### src/rtl/mod_reduce_seq.sv
// Sequential modular reducer: r = n mod p, q = n / p by restoring shift-subtract,
// one quotient bit per clock, with start/busy/done handshake and divide-by-zero flag.
//
//  state   | meaning
//  S_IDLE  | waiting for start; operands and path are captured on accept
//  S_CALC  | one restoring shift-subtract iteration per cycle, N_W cycles
//  S_WRITE | staged result copied into r/q/err, done rises at this edge
//  S_DONE  | done pulse cycle; start is ignored here
module mod_reduce_seq #(
   parameter int N_W = 64,
   parameter int P_W = 32
) (
   input  logic           i_clk,
   input  logic           i_rst_n,
   input  logic           i_start,
   input  logic [N_W-1:0] i_n,
   input  logic [P_W-1:0] i_p,
   output logic           o_busy,
   output logic           o_done,
   output logic [P_W-1:0] o_r,
   output logic [N_W-1:0] o_q,
   output logic           o_err
);

   localparam int CW = (N_W > 1) ? $clog2(N_W) : 1;

   typedef enum logic [1:0] {S_IDLE, S_CALC, S_WRITE, S_DONE} state_t;

   state_t         r_state;
   state_t         w_next;

   logic [N_W-1:0] r_n_sh;
   logic [P_W-1:0] r_p;
   logic [P_W-1:0] r_rem;
   logic [N_W-1:0] r_q_sh;
   logic [CW-1:0]  r_cnt;
   logic           r_err_pend;
   logic [P_W-1:0] r_r;
   logic [N_W-1:0] r_q;
   logic           r_err;

   logic [P_W:0]   w_t;
   logic           w_ge;
   logic [P_W-1:0] w_sub;
   logic           w_p_zero;
   logic           w_small;

   // t is one bit wider than p so a remainder above 2^(P_W-1) cannot overflow the compare
   assign w_t      = {r_rem, r_n_sh[N_W-1]};
   assign w_ge     = (w_t >= {1'b0, r_p});
   assign w_sub    = w_t[P_W-1:0] - r_p;
   assign w_p_zero = (i_p == '0);
   assign w_small  = (i_n < N_W'(i_p));

   always_ff @(posedge i_clk or negedge i_rst_n) begin
      if (!i_rst_n) begin
         r_state <= S_IDLE;
      end else begin
         r_state <= w_next;
      end
   end

   always_comb begin
      w_next = r_state;
      o_busy = 1'b0;
      o_done = 1'b0;
      case (r_state)
         S_IDLE: begin
            if (i_start) begin
               w_next = (w_p_zero || w_small) ? S_WRITE : S_CALC;
            end
         end
         S_CALC: begin
            o_busy = 1'b1;
            if (r_cnt == '0) begin
               w_next = S_WRITE;
            end
         end
         S_WRITE: begin
            o_busy = 1'b1;
            w_next = S_DONE;
         end
         S_DONE: begin
            o_done = 1'b1;
            w_next = S_IDLE;
         end
         default: begin
            w_next = S_IDLE;
         end
      endcase
   end

   always_ff @(posedge i_clk or negedge i_rst_n) begin
      if (!i_rst_n) begin
         r_n_sh     <= '0;
         r_p        <= '0;
         r_rem      <= '0;
         r_q_sh     <= '0;
         r_cnt      <= '0;
         r_err_pend <= 1'b0;
         r_r        <= {{(P_W-1){1'b0}}, 1'b1};
         r_q        <= '0;
         r_err      <= 1'b0;
      end else begin
         case (r_state)
            S_IDLE: begin
               if (i_start) begin
                  r_n_sh <= i_n;
                  r_p    <= i_p;
                  r_cnt  <= CW'(N_W-1);
                  // fast and zero paths pre-stage their result so S_WRITE is path-agnostic
                  if (w_p_zero) begin
                     r_rem      <= '0;
                     r_q_sh     <= '1;
                     r_err_pend <= 1'b1;
                  end else if (w_small) begin
                     r_rem      <= i_n[P_W-1:0];
                     r_q_sh     <= '0;
                     r_err_pend <= 1'b0;
                  end else begin
                     r_rem      <= '0;
                     r_q_sh     <= '0;
                     r_err_pend <= 1'b0;
                  end
               end
            end
            S_CALC: begin
               r_rem  <= w_ge ? w_sub : w_t[P_W-1:0];
               r_q_sh <= {r_q_sh[N_W-2:0], w_ge};
               r_n_sh <= {r_n_sh[N_W-2:0], 1'b0};
               if (r_cnt != '0) begin
                  r_cnt <= r_cnt - CW'(1);
               end
            end
            S_WRITE: begin
               r_r   <= r_rem;
               r_q   <= r_q_sh;
               r_err <= r_err_pend;
            end
            default: begin
            end
         endcase
      end
   end

   assign o_r   = r_r;
   assign o_q   = r_q;
   assign o_err = r_err;

endmodule

### config.mk
export PLATFORM = sky130hd
export DESIGN_NAME = mod_reduce_seq
export DESIGN_NICKNAME = d
export VERILOG_FILES = /design/src/rtl/mod_reduce_seq.sv
export SDC_FILE = /design/constraint.sdc
export NUM_CORES = 1
export LEC_CHECK = 0
export BUFFER_PORTS_ARGS = -buffer_cell sky130_fd_sc_hd__buf_2
export CAP_MARGIN = 20
export CORE_MARGIN = 2
export CORE_UTILIZATION = 59
export DETAILED_ROUTE_END_ITERATION = 8
export PLACE_DENSITY = 0.89
export RECOVER_POWER = 25
export SLEW_MARGIN = 20
export SYNTH_ARGS = -nofsm -noshare
export SYNTH_HDL_FRONTEND = slang
export SYNTH_SLANG_ARGS = --single-unit
### constraint.sdc
create_clock -name i_clk -period 3.4 [get_ports i_clk]
set_input_delay 0.68 -clock i_clk [delete_from_list [all_inputs] [get_ports i_clk]]
set_output_delay 0.68 -clock i_clk [all_outputs]
set_load 0.05 [all_outputs]
==> impl_metrics.json <==
{
  "rr_startpoint": "r_p[1]",
  "synth_warnings": 0,
  "syn_inst": 1577,
  "die_w_um": 166,
  "grt_pass1_vias": 12800,
  "core_area_um2": 25900,
  "io_buffers": 197,
  "final_area_um2": 17900,
  "arrival_ps": 3720,
  "cts_tree": "built",
  "ys_ff_latch": 298,
  "rsz0062_at_grt": "no",
  "clock.fmax_ghz": 0.310,
  "rrSetupSlack_ps": 170,
  "layout.cells.non_filler": 2103,
  "h-tree-depth": 1,
  "tightest_slew_ps": 2080,
  "cts-buffers-inserted": 30,
  "hold_path_depth": 3,
  "crit_path_start": "r_p[1]",
  "cts.sink_count": 298,
  "r2r_cells": 11,
  "io_pins": 198,
  "post-route-min-period_ps": 3230,
  "nets": 1912,
  "wl_um": 40500,
  "std_cell_rows": 59,
  "worstHoldPathType": "in -> reg",
  "synthArstFlopShare_pct": 100,
  "synth_area_leaders": "dfrtp_1, mux2_2, o21ai_0",
  "drtIter0Drc": 1092,
  "cp-start-kind": "flip-flop",
  "ir_drop_mv": 0.729,
  "cp-endpoint": "r_rem[27]",
  "cts_root_buf": "clkbuf_16",
  "clockBufferDepth": 3,
  "clock_latency_ps": 580,
  "antenna_found_initial": 9,
  "p_leak_nw": 8.71,
  "cp_max_fo": 4,
  "tns_ps": 0,
  "power_density_nw_per_um2": 1030,
  "synth.distinct_cells": 68,
  "layout_common_cells": "dfrtp_1, nand2_1, buf_2",
  "cap_violations": 1,
  "vias": 12800,
  "synthFlopType": "dfrtp_1",
  "synth_nets": 1747,
  "timing.final.hold_violations": 0,
  "post_cts_buffers": 0,
  "grt_pass1_wl_um": 66200,
  "drtAntennaViolNets": 0,
  "dp_cells": 2045,
  "post_dp_cell_area_um2": 16900,
  "synth_area_um2": 15500,
  "wl_per_cell_um": 19.3,
  "timing.rr.end": "r_rem[27]",
  "ys_seq_area_share_pct": 48.3,
  "skew_ps": 20.1,
  "setup_viol": 0,
  "worstPathRequired_ps": 3890,
  "initial_core_util_pct": 59.7,
  "yosysTopAreaCell": "dfrtp_1",
  "dp_hpwl_um": 28100,
  "routed_via_density": 6.08,
  "finalWeightedCongestion": 0.954,
  "final_common_cell": "dfrtp_1",
  "track_usage_pct": 29.1,
  "syn_to_final_growth_pct": 15.7,
  "slew_violations": 82,
  "endpoint_kind": "flip-flop",
  "min_period_over_period_pct": 95.0,
  "drc": 0,
  "slew_headroom_pct": -38.7,
  "grt_max_degree": 129,
  "syn_area_per_cell_um2": 9.80,
  "worstSetupPathType": "reg -> reg",
  "outcome": "complete, but fails checks",
  "synth_top_area_share_pct": 48.1,
  "violations": "capacitance limit, slew limit",
  "drive_gt1_share_pct": 23.1,
  "die_h_um": 166,
  "synth-edff-count": 0,
  "clkTransAtPathRegs_ps": 70,
  "die_area_um2": 27500,
  "gr-total-overflow": 0,
  "drt-pass1-iter-count": 6
}
[cell families after synthesis]
family          share of synthesized area, %
flops                                   48.3
compound gates                          16.5
buf+inv                                 4.44
xor+xnor                                1.64
mux                                     12.3
simple gates                            11.1
fa+ha+maj                               5.80
[synthesized netlist by cell type (6+ instances only)]
| library cell | instances |
|---|---|
| nor4_1 | 21 |
| mux2_2 | 109 |
| inv_1 | 80 |
| xnor2_1 | 20 |
| ha_1 | 70 |
| a22oi_1 | 7 |
| o21ai_0 | 191 |
| nand3_1 | 14 |
| o211ai_1 | 6 |
| nand4_1 | 12 |
| o21a_1 | 11 |
| nor3_1 | 11 |
| and3_1 | 8 |
| a211oi_1 | 8 |
| buf_2 | 9 |
| nand2_1 | 231 |
| nor2_1 | 55 |
| a31oi_1 | 24 |
| mux2i_1 | 66 |
| dfrtp_1 | 297 |
| buf_1 | 9 |
| xor2_1 | 9 |
| clkbuf_1 | 75 |
| a21o_1 | 25 |
| a21oi_1 | 128 |
[worst max-delay path, cell delays in order (launching register included)]
cell and delay, ps:
dfrtp_1 400, inv_1 60, ha_1 300, nor2b_1 150, o31a_1 280, o21ba_1 200
o311a_1 320, nor3_2 270, a21oi_1 160, o41ai_1 460, mux2_4 350, a211oi_2 190
[sequential cells by signal, indices dropped and copies added, names as in the netlist]
name        cells
r_cnt           6
o_q            64
o_r            32
r_n_sh         64
r_state         2
o_err           1
r_q_sh         64
r_err_pend      1
r_rem          32
r_p            32
[timing repair]
item / in CTS / in global routing
hold buffers: 0 / 0
resized for setup: 0 / 1
endpoints found under the setup margin: 0 / 1
[cell type report]
class / count / area (um2)
clock buffer: 38 / 821
multi-input combinational: 1103 / 7360
timing repair buffer: 228 / 1300
inverter: 81 / 304
antenna: 5 / 12.5
clock inverter: 15 / 208
fill: 1869 / 8030
sequential: 298 / 7460
tap: 335 / 419
[metal layers]
layer | vias to the layer above | GRT usage [%] | wire length [um]
met3 | 141 | 7.22 | 3200
met1 | 6178 | 38.3 | 16800
met4 | 8 | 12.1 | 1650
met2 | 559 | 46.5 | 18800
li1 | 5894 | - | -
met5 | - | 0 | 49
[power breakdown]
part	total, W	switching, W	internal (W)
clock	0.00343	0.00142	0.00201
combinational	0.00974	0.00608	0.00365
sequential	0.00527	0.000712	0.00456
total	0.0184	0.00822	0.0102
[worst min path at each step]
stage,start,endpoint,slack (ps)
global placement,r_n_sh[62],r_n_sh[62],460
floorplan,i_rst_n,o_err,380
detailed placement,r_n_sh[52],r_n_sh[52],470
finish,i_n[20],r_rem[20],390
global route,i_n[0],r_n_sh[0],380
CTS,i_rst_n,o_r[13],130
[per-stage QoR]
step | setup slack [ps] | utilization (%) | total power, W | hold slack [ps]
floorplan | 460 | - | 0.0125 | 384
global placement | 201 | 65.1 | 0.0145 | 461
CTS | 175 | 69.1 | 0.0183 | 125
global route | 53.6 | 69.0 | 0.0197 | 384
finish | 170 | 69.0 | 0.0184 | 392
detailed placement | 144 | 65.1 | 0.0148 | 470
No activity file was read; power rests on OpenSTA's default activity.
